### config.mk
export PLATFORM = sky130hd
export DESIGN_NAME = ttt_pixel_gen
export DESIGN_NICKNAME = d
export VERILOG_FILES = /design/src/rtl/ttt_pixel_gen_pkg.sv /design/src/rtl/ttt_cell_locator.sv /design/src/rtl/ttt_pixel_gen.sv
export SDC_FILE = /design/constraint.sdc
export NUM_CORES = 1
export LEC_CHECK = 0
export ABC_AREA = 1
export CORE_UTILIZATION = 55
export CTS_CLUSTER_SIZE = 16
export DETAILED_ROUTE_END_ITERATION = 10
export PLACE_DENSITY = 0.75
export SETUP_SLACK_MARGIN = 0.02
export SLEW_MARGIN = 20
export SYNTH_ARGS = -nofsm -noshare
export SYNTH_HDL_FRONTEND = slang
export SYNTH_SLANG_ARGS = --single-unit
### constraint.sdc
create_clock -name mclk -period 17.9 [get_ports mclk]
set_input_delay 1.79 -clock mclk [delete_from_list [all_inputs] [get_ports mclk]]
set_output_delay 1.79 -clock mclk [all_outputs]
set_load 0.02 [all_outputs]
### src/rtl/ttt_pixel_gen_pkg.sv
// Shared geometry, cell codes, colours and the stage-1 location record for
// the tic-tac-toe pixel generator.
package ttt_pixel_gen_pkg;

  localparam int PIX_W     = 11;
  localparam int DELTA_W   = 7;
  localparam int NUM_CELLS = 9;

  // Board origin / extent (640x480 mode) and 120-pixel cell boundaries.
  localparam logic [PIX_W-1:0] BOARD_X0 = 11'd160;
  localparam logic [PIX_W-1:0] BOARD_X1 = 11'd519;
  localparam logic [PIX_W-1:0] BOARD_Y0 = 11'd60;
  localparam logic [PIX_W-1:0] BOARD_Y1 = 11'd419;
  localparam logic [PIX_W-1:0] COL1_X   = 11'd280;
  localparam logic [PIX_W-1:0] COL2_X   = 11'd400;
  localparam logic [PIX_W-1:0] ROW1_Y   = 11'd180;
  localparam logic [PIX_W-1:0] ROW2_Y   = 11'd300;

  // Grid lines: 4-pixel bands straddling each internal cell boundary.
  localparam logic [PIX_W-1:0] GRID_X0_LO = 11'd278;
  localparam logic [PIX_W-1:0] GRID_X0_HI = 11'd281;
  localparam logic [PIX_W-1:0] GRID_X1_LO = 11'd398;
  localparam logic [PIX_W-1:0] GRID_X1_HI = 11'd401;
  localparam logic [PIX_W-1:0] GRID_Y0_LO = 11'd178;
  localparam logic [PIX_W-1:0] GRID_Y0_HI = 11'd181;
  localparam logic [PIX_W-1:0] GRID_Y1_LO = 11'd298;
  localparam logic [PIX_W-1:0] GRID_Y1_HI = 11'd301;

  // Cursor border thickness within a cell.
  localparam logic [DELTA_W-1:0] BORDER_LO = 7'd4;
  localparam logic [DELTA_W-1:0] BORDER_HI = 7'd116;

  // X mark: inset box and diagonal half-thickness; anti-diagonal is dx+dy=119.
  localparam logic [DELTA_W-1:0] MARK_LO   = 7'd16;
  localparam logic [DELTA_W-1:0] MARK_HI   = 7'd104;
  localparam logic signed [8:0]  MARK_HALF = 9'sd4;
  localparam logic signed [8:0]  MARK_ANTI = 9'sd119;

  // O mark: ring centred at (60,60), radius 34 (inclusive) to 42 (exclusive).
  localparam logic [DELTA_W-1:0] RING_CTR    = 7'd60;
  localparam logic [12:0]        RING_IN_SQ  = 13'd1156;
  localparam logic [12:0]        RING_OUT_SQ = 13'd1764;

  typedef enum logic [1:0] {
    CELL_EMPTY = 2'b00,
    CELL_X     = 2'b01,
    CELL_O     = 2'b10,
    CELL_RSVD  = 2'b11
  } cell_e;

  // Colours as {r,g,b}.
  localparam logic [2:0] RGB_BLACK  = 3'b000;
  localparam logic [2:0] RGB_WHITE  = 3'b111;
  localparam logic [2:0] RGB_YELLOW = 3'b110;
  localparam logic [2:0] RGB_RED    = 3'b100;
  localparam logic [2:0] RGB_BLUE   = 3'b001;
  localparam logic [2:0] RGB_GREEN  = 3'b010;

  typedef struct packed {
    logic               in_board;
    logic [1:0]         col;
    logic [1:0]         row;
    logic [DELTA_W-1:0] dx;
    logic [DELTA_W-1:0] dy;
    logic               grid;
  } loc_t;

  function automatic logic in_range(input logic [PIX_W-1:0] v,
                                    input logic [PIX_W-1:0] lo,
                                    input logic [PIX_W-1:0] hi);
    return (v >= lo) && (v <= hi);
  endfunction

endpackage

### src/rtl/ttt_cell_locator.sv
// Pipeline stage 1: maps a pixel coordinate to board cell, in-cell offset,
// in-board flag and grid-line flag using comparators and subtractors only.
module ttt_cell_locator
  import ttt_pixel_gen_pkg::*;
(
  input  logic             mclk,
  input  logic             clr_n,
  input  logic [PIX_W-1:0] pixel_x,
  input  logic [PIX_W-1:0] pixel_y,
  output loc_t             loc
);

  loc_t             loc_d;
  logic [PIX_W-1:0] x_base;
  logic [PIX_W-1:0] y_base;

  // Locate the pixel: column/row by threshold compare, offset by subtracting the cell origin.
  always_comb begin
    // NOTE: every always_comb output gets a default first so no path infers a latch.
    loc_d  = '0;
    x_base = BOARD_X0;
    y_base = BOARD_Y0;

    if (pixel_x < COL1_X) begin
      loc_d.col = 2'd0;
    end else if (pixel_x < COL2_X) begin
      loc_d.col = 2'd1;
      x_base    = COL1_X;
    end else begin
      loc_d.col = 2'd2;
      x_base    = COL2_X;
    end

    if (pixel_y < ROW1_Y) begin
      loc_d.row = 2'd0;
    end else if (pixel_y < ROW2_Y) begin
      loc_d.row = 2'd1;
      y_base    = ROW1_Y;
    end else begin
      loc_d.row = 2'd2;
      y_base    = ROW2_Y;
    end

    // Inside the board the offset is 0..119, so the low 7 bits are exact.
    loc_d.dx = 7'(pixel_x - x_base);
    loc_d.dy = 7'(pixel_y - y_base);

    loc_d.in_board = in_range(pixel_x, BOARD_X0, BOARD_X1) &&
                     in_range(pixel_y, BOARD_Y0, BOARD_Y1);
    loc_d.grid     = loc_d.in_board &&
                     (in_range(pixel_x, GRID_X0_LO, GRID_X0_HI) ||
                      in_range(pixel_x, GRID_X1_LO, GRID_X1_HI) ||
                      in_range(pixel_y, GRID_Y0_LO, GRID_Y0_HI) ||
                      in_range(pixel_y, GRID_Y1_LO, GRID_Y1_HI));
  end

  // Stage-1 register.
  always_ff @(posedge mclk or negedge clr_n) begin
    if (!clr_n) begin
      loc <= '0;
    end else begin
      // NOTE: sequential state uses non-blocking assignment so all flops update together.
      loc <= loc_d;
    end
  end

endmodule

### src/rtl/ttt_pixel_gen.sv
// Tic-tac-toe pixel generator: 3-stage pipeline from pixel coordinate to
// 1-bit RGB, with a double-buffered board swapped on vsync rise and a
// frame-counted cursor blink. Sync and vga_on are delayed to match.
module ttt_pixel_gen
  import ttt_pixel_gen_pkg::*;
#(
  parameter int PIPE_LAT     = 3,
  parameter int BLINK_FRAMES = 32
) (
  input  logic             mclk,
  input  logic             clr_n,
  input  logic [PIX_W-1:0] pixel_x,
  input  logic [PIX_W-1:0] pixel_y,
  input  logic             vga_on_in,
  input  logic             hsync_in,
  input  logic             vsync_in,
  input  logic             cell_we,
  input  logic [3:0]       cell_idx,
  input  logic [1:0]       cell_val,
  input  logic             board_clr,
  input  logic [3:0]       cursor_idx,
  input  logic [8:0]       win_mask,
  output logic             rgb_r,
  output logic             rgb_g,
  output logic             rgb_b,
  output logic             hsync_out,
  output logic             vsync_out,
  output logic             vga_on_out
);

  localparam int CNT_W = $clog2(BLINK_FRAMES);

  // Sync / active delay lines, oldest bit at the top.
  logic [PIPE_LAT-1:0] hs_d, vs_d, on_d;
  logic                vsync_q;
  logic                vsync_rise;

  // Boards and blink state.
  cell_e             pend_board [NUM_CELLS];
  cell_e             disp_board [NUM_CELLS];
  logic [CNT_W-1:0]  frame_cnt;
  logic              blink_phase;

  // Stage 1 output.
  loc_t              loc;

  // Stage 2 combinational terms and registers.
  logic [3:0]         s1_idx;
  logic               s1_border;
  logic               s1_x_geom;
  logic               s1_o_geom;
  logic signed [8:0]  d_diag;
  logic signed [8:0]  d_anti;
  logic [DELTA_W-1:0] ox, oy;
  logic [11:0]        ox_sq, oy_sq;
  logic [12:0]        r_sq;

  logic  s2_in_board, s2_grid, s2_cursor, s2_x_geom, s2_o_geom, s2_win;
  cell_e s2_cell;

  // Stage 3.
  logic [2:0] rgb_d, rgb_q;

  assign vsync_rise = vsync_in && !vsync_q;

  ttt_cell_locator u_locator (
    .mclk    (mclk),
    .clr_n   (clr_n),
    .pixel_x (pixel_x),
    .pixel_y (pixel_y),
    .loc     (loc)
  );

  // Delay sync and vga_on alongside the pixel pipeline; also track vsync for edge detect.
  always_ff @(posedge mclk or negedge clr_n) begin
    if (!clr_n) begin
      hs_d    <= '0;
      vs_d    <= '0;
      on_d    <= '0;
      vsync_q <= 1'b0;
    end else begin
      hs_d    <= {hs_d[PIPE_LAT-2:0], hsync_in};
      vs_d    <= {vs_d[PIPE_LAT-2:0], vsync_in};
      on_d    <= {on_d[PIPE_LAT-2:0], vga_on_in};
      vsync_q <= vsync_in;
    end
  end

  // Pending board takes game writes; displayed board is refreshed from it on vsync rise.
  always_ff @(posedge mclk or negedge clr_n) begin
    if (!clr_n) begin
      // NOTE: the boards are small flop arrays that must come up empty, so they are reset like any other state.
      for (int i = 0; i < NUM_CELLS; i++) begin
        pend_board[i] <= CELL_EMPTY;
        disp_board[i] <= CELL_EMPTY;
      end
    end else begin
      if (vsync_rise) begin
        for (int i = 0; i < NUM_CELLS; i++) disp_board[i] <= pend_board[i];
      end
      if (board_clr) begin
        for (int i = 0; i < NUM_CELLS; i++) pend_board[i] <= CELL_EMPTY;
      end else if (cell_we && (cell_idx < 4'(NUM_CELLS))) begin
        pend_board[cell_idx] <= cell_e'(cell_val);
      end
    end
  end

  // Frame counter; blink phase flips each time the counter wraps.
  always_ff @(posedge mclk or negedge clr_n) begin
    if (!clr_n) begin
      frame_cnt   <= '0;
      blink_phase <= 1'b0;
    end else if (vsync_rise) begin
      frame_cnt <= frame_cnt + 1'b1;
      if (&frame_cnt) blink_phase <= ~blink_phase;
    end
  end

  // Stage-2 geometry: cell index, cursor border, X diagonals and O ring.
  always_comb begin
    s1_idx    = 4'(loc.row) * 4'd3 + 4'(loc.col);
    s1_border = (loc.dx < BORDER_LO) || (loc.dx >= BORDER_HI) ||
                (loc.dy < BORDER_LO) || (loc.dy >= BORDER_HI);

    d_diag    = $signed({2'b00, loc.dx}) - $signed({2'b00, loc.dy});
    d_anti    = $signed({2'b00, loc.dx}) + $signed({2'b00, loc.dy}) - MARK_ANTI;
    s1_x_geom = (loc.dx >= MARK_LO) && (loc.dx < MARK_HI) &&
                (loc.dy >= MARK_LO) && (loc.dy < MARK_HI) &&
                (((d_diag > -MARK_HALF) && (d_diag < MARK_HALF)) ||
                 ((d_anti > -MARK_HALF) && (d_anti < MARK_HALF)));

    ox        = (loc.dx >= RING_CTR) ? (loc.dx - RING_CTR) : (RING_CTR - loc.dx);
    oy        = (loc.dy >= RING_CTR) ? (loc.dy - RING_CTR) : (RING_CTR - loc.dy);
    ox_sq     = 12'(ox) * 12'(ox);
    oy_sq     = 12'(oy) * 12'(oy);
    r_sq      = 13'(ox_sq) + 13'(oy_sq);
    s1_o_geom = (r_sq >= RING_IN_SQ) && (r_sq < RING_OUT_SQ);
  end

  // Stage-2 register: displayed cell code, mark hits, cursor and win hits.
  always_ff @(posedge mclk or negedge clr_n) begin
    if (!clr_n) begin
      s2_in_board <= 1'b0;
      s2_grid     <= 1'b0;
      s2_cursor   <= 1'b0;
      s2_x_geom   <= 1'b0;
      s2_o_geom   <= 1'b0;
      s2_win      <= 1'b0;
      s2_cell     <= CELL_EMPTY;
    end else begin
      s2_in_board <= loc.in_board;
      s2_grid     <= loc.grid;
      s2_cursor   <= blink_phase && s1_border && (cursor_idx < 4'(NUM_CELLS)) &&
                     (cursor_idx == s1_idx);
      s2_x_geom   <= s1_x_geom;
      s2_o_geom   <= s1_o_geom;
      s2_win      <= win_mask[s1_idx];
      s2_cell     <= disp_board[s1_idx];
    end
  end

  // Colour priority: blanking, grid, cursor, X, O, win, background.
  always_comb begin
    rgb_d = RGB_BLACK;
    if (!on_d[1] || !s2_in_board)              rgb_d = RGB_BLACK;
    else if (s2_grid)                          rgb_d = RGB_WHITE;
    else if (s2_cursor)                        rgb_d = RGB_YELLOW;
    else if (s2_cell == CELL_X && s2_x_geom)   rgb_d = RGB_RED;
    else if (s2_cell == CELL_O && s2_o_geom)   rgb_d = RGB_BLUE;
    else if (s2_win)                           rgb_d = RGB_GREEN;
  end

  // Stage-3 register.
  always_ff @(posedge mclk or negedge clr_n) begin
    if (!clr_n) rgb_q <= RGB_BLACK;
    else        rgb_q <= rgb_d;
  end

  assign {rgb_r, rgb_g, rgb_b} = rgb_q;
  assign hsync_out  = hs_d[PIPE_LAT-1];
  assign vsync_out  = vs_d[PIPE_LAT-1];
  assign vga_on_out = on_d[PIPE_LAT-1];

endmodule
==> results of run 1 <==
flip-flops by register name, indices dropped and copies added (netlist names):
register and cells:
s2_grid 1, hs_d 3, frame_cnt 5, s2_cell 2, disp_board 18, on_d 3, s2_o_geom 1, rgb_q 3
s2_x_geom 1, blink_phase 1, pend_board 18, s2_win 1, vs_d 3, s2_cursor 1, u_locator.loc 20, s2_in_board 1
Yosys cell counts (7+ instances only):
library cell / number / area, µm²
sky130_fd_sc_hd__a21oi_1: 35 / 175
sky130_fd_sc_hd__dfrtp_1: 82 / 2050
sky130_fd_sc_hd__fa_1: 38 / 761
sky130_fd_sc_hd__ha_1: 84 / 1050
sky130_fd_sc_hd__inv_1: 194 / 728
sky130_fd_sc_hd__inv_2: 12 / 45.0
sky130_fd_sc_hd__nand2_1: 210 / 788
sky130_fd_sc_hd__nand2_2: 16 / 100
sky130_fd_sc_hd__nand2_4: 10 / 113
sky130_fd_sc_hd__nand3_1: 63 / 315
sky130_fd_sc_hd__nand3b_1: 7 / 52.6
sky130_fd_sc_hd__nand4_1: 26 / 163
sky130_fd_sc_hd__nor2_1: 96 / 360
sky130_fd_sc_hd__nor2_2: 7 / 43.8
sky130_fd_sc_hd__nor3_1: 12 / 60.1
sky130_fd_sc_hd__o21ai_0: 60 / 300
sky130_fd_sc_hd__o22ai_1: 19 / 119
sky130_fd_sc_hd__xnor2_1: 15 / 131
sky130_fd_sc_hd__xor2_1: 23 / 201
kinds of logic (layout without fill, tap and decap cells):
family	after synthesis	count (layout)
xor+xnor	42	42
flops	82	82
simple gates	460	460
compound gates	151	151
fa+ha+maj	122	122
buf+inv	216	278
layout by cell type (no fill, tap or decap), types with 4 or more instances in the layout:
cell type                         Yosys  final
sky130_fd_sc_hd__fa_1                38     38
sky130_fd_sc_hd__clkdlybuf4s50_1      0     52
sky130_fd_sc_hd__nand3b_1             7      7
sky130_fd_sc_hd__inv_2               12     12
sky130_fd_sc_hd__a21oi_1             35     35
sky130_fd_sc_hd__ha_1                84     84
sky130_fd_sc_hd__xnor2_1             15     15
sky130_fd_sc_hd__inv_1              194    194
sky130_fd_sc_hd__o211ai_1             5      5
sky130_fd_sc_hd__a31oi_1              6      6
sky130_fd_sc_hd__o21ai_0             60     60
sky130_fd_sc_hd__nand4_1             26     26
sky130_fd_sc_hd__o221ai_1             5      5
sky130_fd_sc_hd__nor2_4               5      5
sky130_fd_sc_hd__xor2_1              23     23
sky130_fd_sc_hd__nand3_1             63     63
sky130_fd_sc_hd__nor2_2               7      7
sky130_fd_sc_hd__nand2_1            210    210
sky130_fd_sc_hd__nor2_1              96     96
sky130_fd_sc_hd__o22ai_1             19     19
sky130_fd_sc_hd__dfrtp_1             82     82
sky130_fd_sc_hd__nand2_4             10     10
sky130_fd_sc_hd__clkbuf_16            0      9
sky130_fd_sc_hd__o21bai_1             4      4
sky130_fd_sc_hd__nand2_2             16     16
sky130_fd_sc_hd__nor3_1              12     12
stage by stage:
stage               instance area (µm²)  std cells  worst slack (ns)
floorplan                          8130       1073             12.13
global placement                   8860       1303             11.76
detailed placement                 8860       1303             11.57
CTS                                9160       1319             11.54
global route                       9160       1319             11.02
finish                             9160       1319             11.54
cell type report:
class                           instances  area, µm²  share of cell area (%)
Multi-Input combinational cell        775       5260                    57.4
Inverter                              209        792                    8.65
Timing Repair Buffer                   53        532                    5.81
Tap cell                              184        230                    2.51
Clock buffer                            9        225                    2.46
Sequential cell                        82       2050                    22.4
Clock inverter                          7       73.8                   0.806
layer usage:
| layer | vias up | wire length, µm |
|---|---|---|
| li1 | 3563 | - |
| met1 | 3192 | 8290 |
| met2 | 138 | 8160 |
| met3 | 27 | 824 |
| met4 | 0 | 333 |
| met5 | - | 0 |
worst max-delay path by stage:
stage                                      from                  end  slack [ns]  cells after the start
floorplan           u_locator.loc[10]$_DFF_PN0_  s2_o_geom$_DFF_PN0_       12.13                     34
global placement    u_locator.loc[10]$_DFF_PN0_  s2_o_geom$_DFF_PN0_       11.76                     35
detailed placement  u_locator.loc[10]$_DFF_PN0_  s2_o_geom$_DFF_PN0_       11.57                     35
CTS                 u_locator.loc[10]$_DFF_PN0_  s2_o_geom$_DFF_PN0_       11.54                     35
global route         u_locator.loc[8]$_DFF_PN0_  s2_o_geom$_DFF_PN0_       11.02                     34
finish              u_locator.loc[10]$_DFF_PN0_  s2_o_geom$_DFF_PN0_       11.54                     35
worst register-to-register path: cells and delay by family (launching register included):
kind | cells | cell delay [ns]
AOI/OAI and AO/OA | 3 | 0.50
adders and majority gates | 7 | 3.06
buffers and inverters | 8 | 0.59
DFF | 1 | 0.53
and+or+nand+nor | 17 | 1.60
==> summary by stage, run 1 <==
Routing
After detailed routing, the number of remaining DRC violations is 0. The final layout contains routed wiring with a total length of roughly 18000 µm. The final route contains between 6000 and 7000 vias. The count of nets left with antenna violations once routing finished came out at 0. The detailed router finished its first iteration with around 480 violations. The routed length per placed instance is ~13 µm. After detailed routing, the number of vias per cell comes to ~5.2. The first detailed-routing pass took 4 iterations.

STA
The worst-case headroom to the max-slew limit is 42.1%. Timing would allow up to 157 MHz. The number of setup violations in the final report is 0. Across the routed clock network, the largest skew measured is slightly above 0.008 ns. Setup repair after global routing left no endpoint under its margin.

The clock period could shrink to roughly 6.4 ns. The max-slew violation total from the final report is 0. The summed negative setup slack over all endpoints is 0 ns. The transition time at the pin with the least slew margin is roughly 0.87 ns. The period utilization is a little over a third.

The final hold violation count is 0. The worst-case hold slack is 0.348 ns.

Finish
The filler cells instantiated in the layout total around 1300. For this run, the share of the core covered by cells in the final layout is 63.3%. The area growth from synthesis to layout is 12.7%. The post-layout net count is between 1000 and 1500. In the final layout, the share of cells above drive strength 1 is under 10%.

The count of antenna diodes in the layout is 0.

Clock tree
The CTS tree is yes. The cell sitting at the root of the clock tree is a sky130_fd_sc_hd__clkbuf_16. Post-CTS timing repair inserted 0 buffers for setup. The number of clock buffers added by TritonCTS is 9. The number of buffers inserted for hold repair after clock tree synthesis is 0. The count of clock tree sinks is 82. The H-tree was split into 3 levels. The latest clock arrival within the worst-skew pair is between 0.3 and 0.4 ns. The maximum buffer depth of the clock tree is 2. The number of gates resized after CTS is 0. After clock tree synthesis, the clock-pin slew on the worst setup and hold paths is 0.07 ns.

Global routing
The initial antenna violation count is 0. In the global route stage, met2 resource usage came out at a little over two fifths. The maximum number of pins on one net before global-route repair is 83. In the global route stage, met3 resource usage came out at 4.53%. The first-pass GRT wire length is slightly above 30000 µm. For this run, global-route usage on met1 was measured as between 30% and 40%.

The number of global-route vias before repair is 6812. The final global-route overflow total is 0. The busiest layer in global routing is met2. The total global-route track usage is 25.5%.

Synthesis
The sequential element share of the synthesized area is around a quarter. The average instance in the mapped netlist occupies about 7.6 µm². The number of enable-type register cells in the synthesized netlist is 0. The synthesized netlist cell count is 1073. The complex-gate fraction of the synthesized area is between 10% and 20%. The xor/xnor cell area share of the yosys netlist is between 4 and 5%. Counting distinct cell types in the post-synthesis netlist gives 46. The number of storage elements in the synthesis netlist is a little over 80. Synthesis produced a netlist with a net count of about 1200. After synthesis, the share of flip-flops with an asynchronous set or reset is 100%.

The main combinational cell family by area after synthesis is simple AND/OR/NAND/NOR gates. Summing the areas of all and, or, nand and nor instances in the mapped netlist gives between 20% and 30% of the synthesized area. The cell area that synthesis handed to floorplanning was between 8000 and 9000 µm². In the synthesized netlist, mux cells make up 0% of the area. The synthesized netlist devotes between 20% and 30% of its cell area to adder and majority cells. The number of warnings reported in the yosys synthesis log is 0.

Among all flip-flop cells after synthesis, the most frequent one is sky130_fd_sc_hd__dfrtp_1.

Placement
The congestion estimate from routability-driven global placement came to 0.932. Summed over all nets, the half-perimeter wirelength after detailed placement is ~14000 µm. The count of input and output buffers is between 50 and 60.

Floorplanning
The count of standard-cell rows is between 40 and 50. The area of the core is around 14000 µm². The die extent in y is between 100 and 150 µm.

The count of pins on the block boundary is 54. The area of the die is about 15000 µm². The starting density of the core is a little under three fifths.

From left edge to right edge, the die measures between 100 and 150 µm.

Setup path
The count of buffering cells on the critical path with inverters included is 8. The worst setup path is captured at a register. The worst-path cell with the longest stage delay is sky130_fd_sc_hd__fa_1. The critical path is of the register to register type. The maximum cell stage delay along the critical path is ~0.54 ns.

The cell family contributing the most delay on the critical path is adder cells. Across all register-to-register paths, the minimum setup slack is approximately 12 ns. The kind of start point of the critical path is a register. For the worst setup path, the data arrival time is 6.64 ns.

The required arrival time at the worst endpoint is approximately 18 ns. The length in cells of the worst reg-to-reg path is 35. The maximum fanout along the worst path is 7. The endpoint identified for the worst register-to-register timing path is s2_o_geom$_DFF_PN0_. The startpoint identified for the worst register-to-register timing path is u_locator.loc[10]$_DFF_PN0_.

Hold path
The hold-critical path endpoint is on_d[1]$_DFF_PN0_. The min-delay analysis places its worst path in the category register to register. The depth of the worst hold-timing path is 0. In this run the most critical hold path is launched from on_d[0]$_DFF_PN0_.

Run
The max-capacitance violation count is 0.

Outcome
The run finished with clean final reports.
Power of run 1 is left out: the tool's default activity adds up to more than one toggle a clock period on the data nets, which glitch-free logic cannot reach.
==> run 2: changes to the inputs <==
clock period = 5.86 ns   (was 17.9 ns; I/O delays follow)
==> run 2 against run 1 <==
  * Clock skew is 0.00093 ns lower
  * Fmax rose by 13%
  * Worst setup slack lost 11 ns
  * Count of clock-buffer cells in the layout up 1
  * Largest cell class unchanged
==> summary by stage, run 2 (synthesized netlist as in run 1, its figures left out) <==
Outcome
The flow ran to the end, and the final reports show no timing, DRC or antenna violations.

Floorplanning
The die extent in y is approximately 120 µm. The x dimension of the die is ~120 µm. The core region is about 14000 µm².

Pin placement for this block handled 54 I/O pins. The count of standard-cell rows is between 40 and 50. The area of the die is approximately 15000 µm². The starting density of the core is between 50% and 60%.

Global routing
The number of global-route vias before repair was between 6000 and 7000. The first global-routing pass estimated between 30000 and 40000 µm of wire. The initial antenna violation count is 1. The total global-route track usage is 25.7%. Entering global routing, the biggest net connects 83 pins. Global routing finished with a remaining overflow of 0.

Hold path
The worst hold path belongs to the class input port to asynchronous set/reset pin.

Finish
In the final layout, the registers with the most flip-flops are u_locator.loc: 20 flops, disp_board: 18 flops, pend_board: 18 flops. The register with the most flip-flops in the final layout is u_locator.loc. The top cell types in the final layout, fill and taps aside, are sky130_fd_sc_hd__nand2_1 (198), sky130_fd_sc_hd__inv_1 (173), sky130_fd_sc_hd__nor2_1 (89), sky130_fd_sc_hd__dfrtp_1 (78), sky130_fd_sc_hd__ha_1 (76). The register with the most flip-flops in the layout has 20 of them.

Of the cells placed in the final design, the portion with a size suffix greater than 1 is 16.9%. The total of fill cells in the finished design is between 1000 and 1500. The post-layout net count is 1348.

From synthesis to final layout, the design area changed by 20.3%. The library cell used most frequently in the layout, excluding fill and tap cells, is sky130_fd_sc_hd__nand2_1. The count of antenna diodes in the layout is 0.

Routing
The routed length per placed instance is about 14 µm. In the routed design, unresolved DRC markers number 0. The detail route stage leaves a number of antenna-violating nets equal to 0. The mean number of vias per cell is 5.34.

In this run, the number of DRC markers left after iteration 0 of detailed routing was roughly 500. The detailed-route via count is between 7000 and 8000. The first detailed-routing pass ran for 5 iterations.

The total length of routed wires is 18500 µm.

Setup path
The kind of start point of the critical path is a register. The critical path is of the register to register type. In this run the worst path has a maximum fanout of 5. For the worst setup path, the data arrival time is between 5 and 6 ns. Counting cells, the worst reg-to-reg path comes to 34. The maximum cell stage delay along the critical path is 0.55 ns. The worst-path cell with the longest stage delay is sky130_fd_sc_hd__fa_1. The worst register-to-register path has a setup slack of roughly 0.24 ns. The critical path startpoint is u_locator.loc[4]$_DFF_PN0_. The startpoint identified for the worst register-to-register timing path is u_locator.loc[4]$_DFF_PN0_.

The required arrival time at the worst endpoint is 6.13 ns. The worst flop-to-flop path endpoint is s2_o_geom$_DFF_PN0_. STA classifies the critical path endpoint as a register.

STA
The max-slew violation total from the final report came to 0. The worst-case headroom to the max-slew limit is about 40%. The final worst slack is 0.243 ns.

The minimum period implied by the final worst setup slack is between 5 and 6 ns. The final hold violation count is 0. The highest attainable clock frequency is roughly 180 MHz. The clock arrives with 0.00731 ns of skew.

The number of setup violations in the final report is 0. In the final timing run, aggregate negative setup slack is 0 ns. The period utilization is around 96%. At the pin with the least slew margin, the transition time is around 0.88 ns. On the final layout, the worst hold slack is around 0.27 ns.

Clock tree
For the worst-skew pair, the clock arrives at the later sink with an insertion delay of roughly 0.35 ns. In this run the number of H-tree levels came out at 3. TritonCTS built the clock tree.

The maximum buffer depth of the clock tree is 2. The number of CTS-inserted buffers is 9. Clock-pin slew was measured on the worst setup and hold paths at roughly 0.06 ns. The number of buffers inserted for hold repair after clock tree synthesis is 0. CTS saw between 80 and 90 sinks. The cell sitting at the root of the clock tree is a sky130_fd_sc_hd__clkbuf_16.

Placement
Routability-driven placement finished with a final weighted congestion of 0.950. OpenSTA, run right after detailed placement, puts the worst setup slack at -0.157 ns. The estimated wirelength of the detail-placed design is roughly 14000 µm. The count of input and output buffers is 53.

Run
The max-capacitance violation count is 0.
-- run 2: changes by cell type in the layout (fill, tap and decap cells not counted), sizes merged --
| cell | previous run | this run |
|---|---|---|
| clkinvlp | 2 | 0 |
| buf | 1 | 49 |
| clkinv | 2 | 3 |
| clkbuf | 9 | 10 |
-- run 2: layer usage --
metal  GRT usage [%]  vias to the layer above  wire, µm
li1                -                     3668         -
met5               0                        -         0
met3            4.12                       28       681
met2            42.8                      153      8870
met1            34.6                     3445      8600
met4            7.38                        0       320
-- run 2: worst max path at each step --
stage / slack [ns] / end / cells past startpoint
after floorplan: 0.09 / s2_o_geom$_DFF_PN0_ / 34
after global placement: 0.03 / s2_o_geom$_DFF_PN0_ / 34
after detailed placement: -0.16 / s2_o_geom$_DFF_PN0_ / 36
after CTS: 0.03 / s2_o_geom$_DFF_PN0_ / 37
after global routing: -0.11 / s2_o_geom$_DFF_PN0_ / 34
final: 0.24 / s2_o_geom$_DFF_PN0_ / 34
-- run 2: repair_timing --
item,4_1_cts,5_1_grt
buffers inserted,0,15
hold endpoints to repair,0,0
gates resized for setup,5,87
setup endpoints to repair,1,1
pin swaps,0,57
-- run 2: cell type report --
class | instances | area [µm²] | share of cell area (%)
multi-input combinational | 775 | 5490 | 56.2
sequential | 82 | 2060 | 21.0
timing repair buffer | 101 | 911 | 9.32
inverter | 209 | 800 | 8.18
clock buffer | 10 | 239 | 2.44
tap | 184 | 230 | 2.36
clock inverter | 6 | 47.5 | 0.486
-- run 2: stage by stage --
stage | area [µm²] | instances | util, %
6_report | 9780 | 1367 | 67.5
2_1_floorplan | 8130 | 1073 | -
5_1_grt | 9780 | 1367 | 67.5
3_3_place_gp | 9110 | 1337 | 62.9
3_5_place_dp | 9110 | 1337 | 62.9
4_1_cts | 9440 | 1353 | 65.2
-- run 2: worst max-delay path: cells and delay by family, from the launching register on --
family	cells	cell delay, ns
fa+ha+maj	6	2.67
simple gates	15	1.23
buf+inv	9	0.72
xor+xnor	2	0.33
flops	1	0.40
compound gates	2	0.22
Power of run 2 is left out for the same reason.
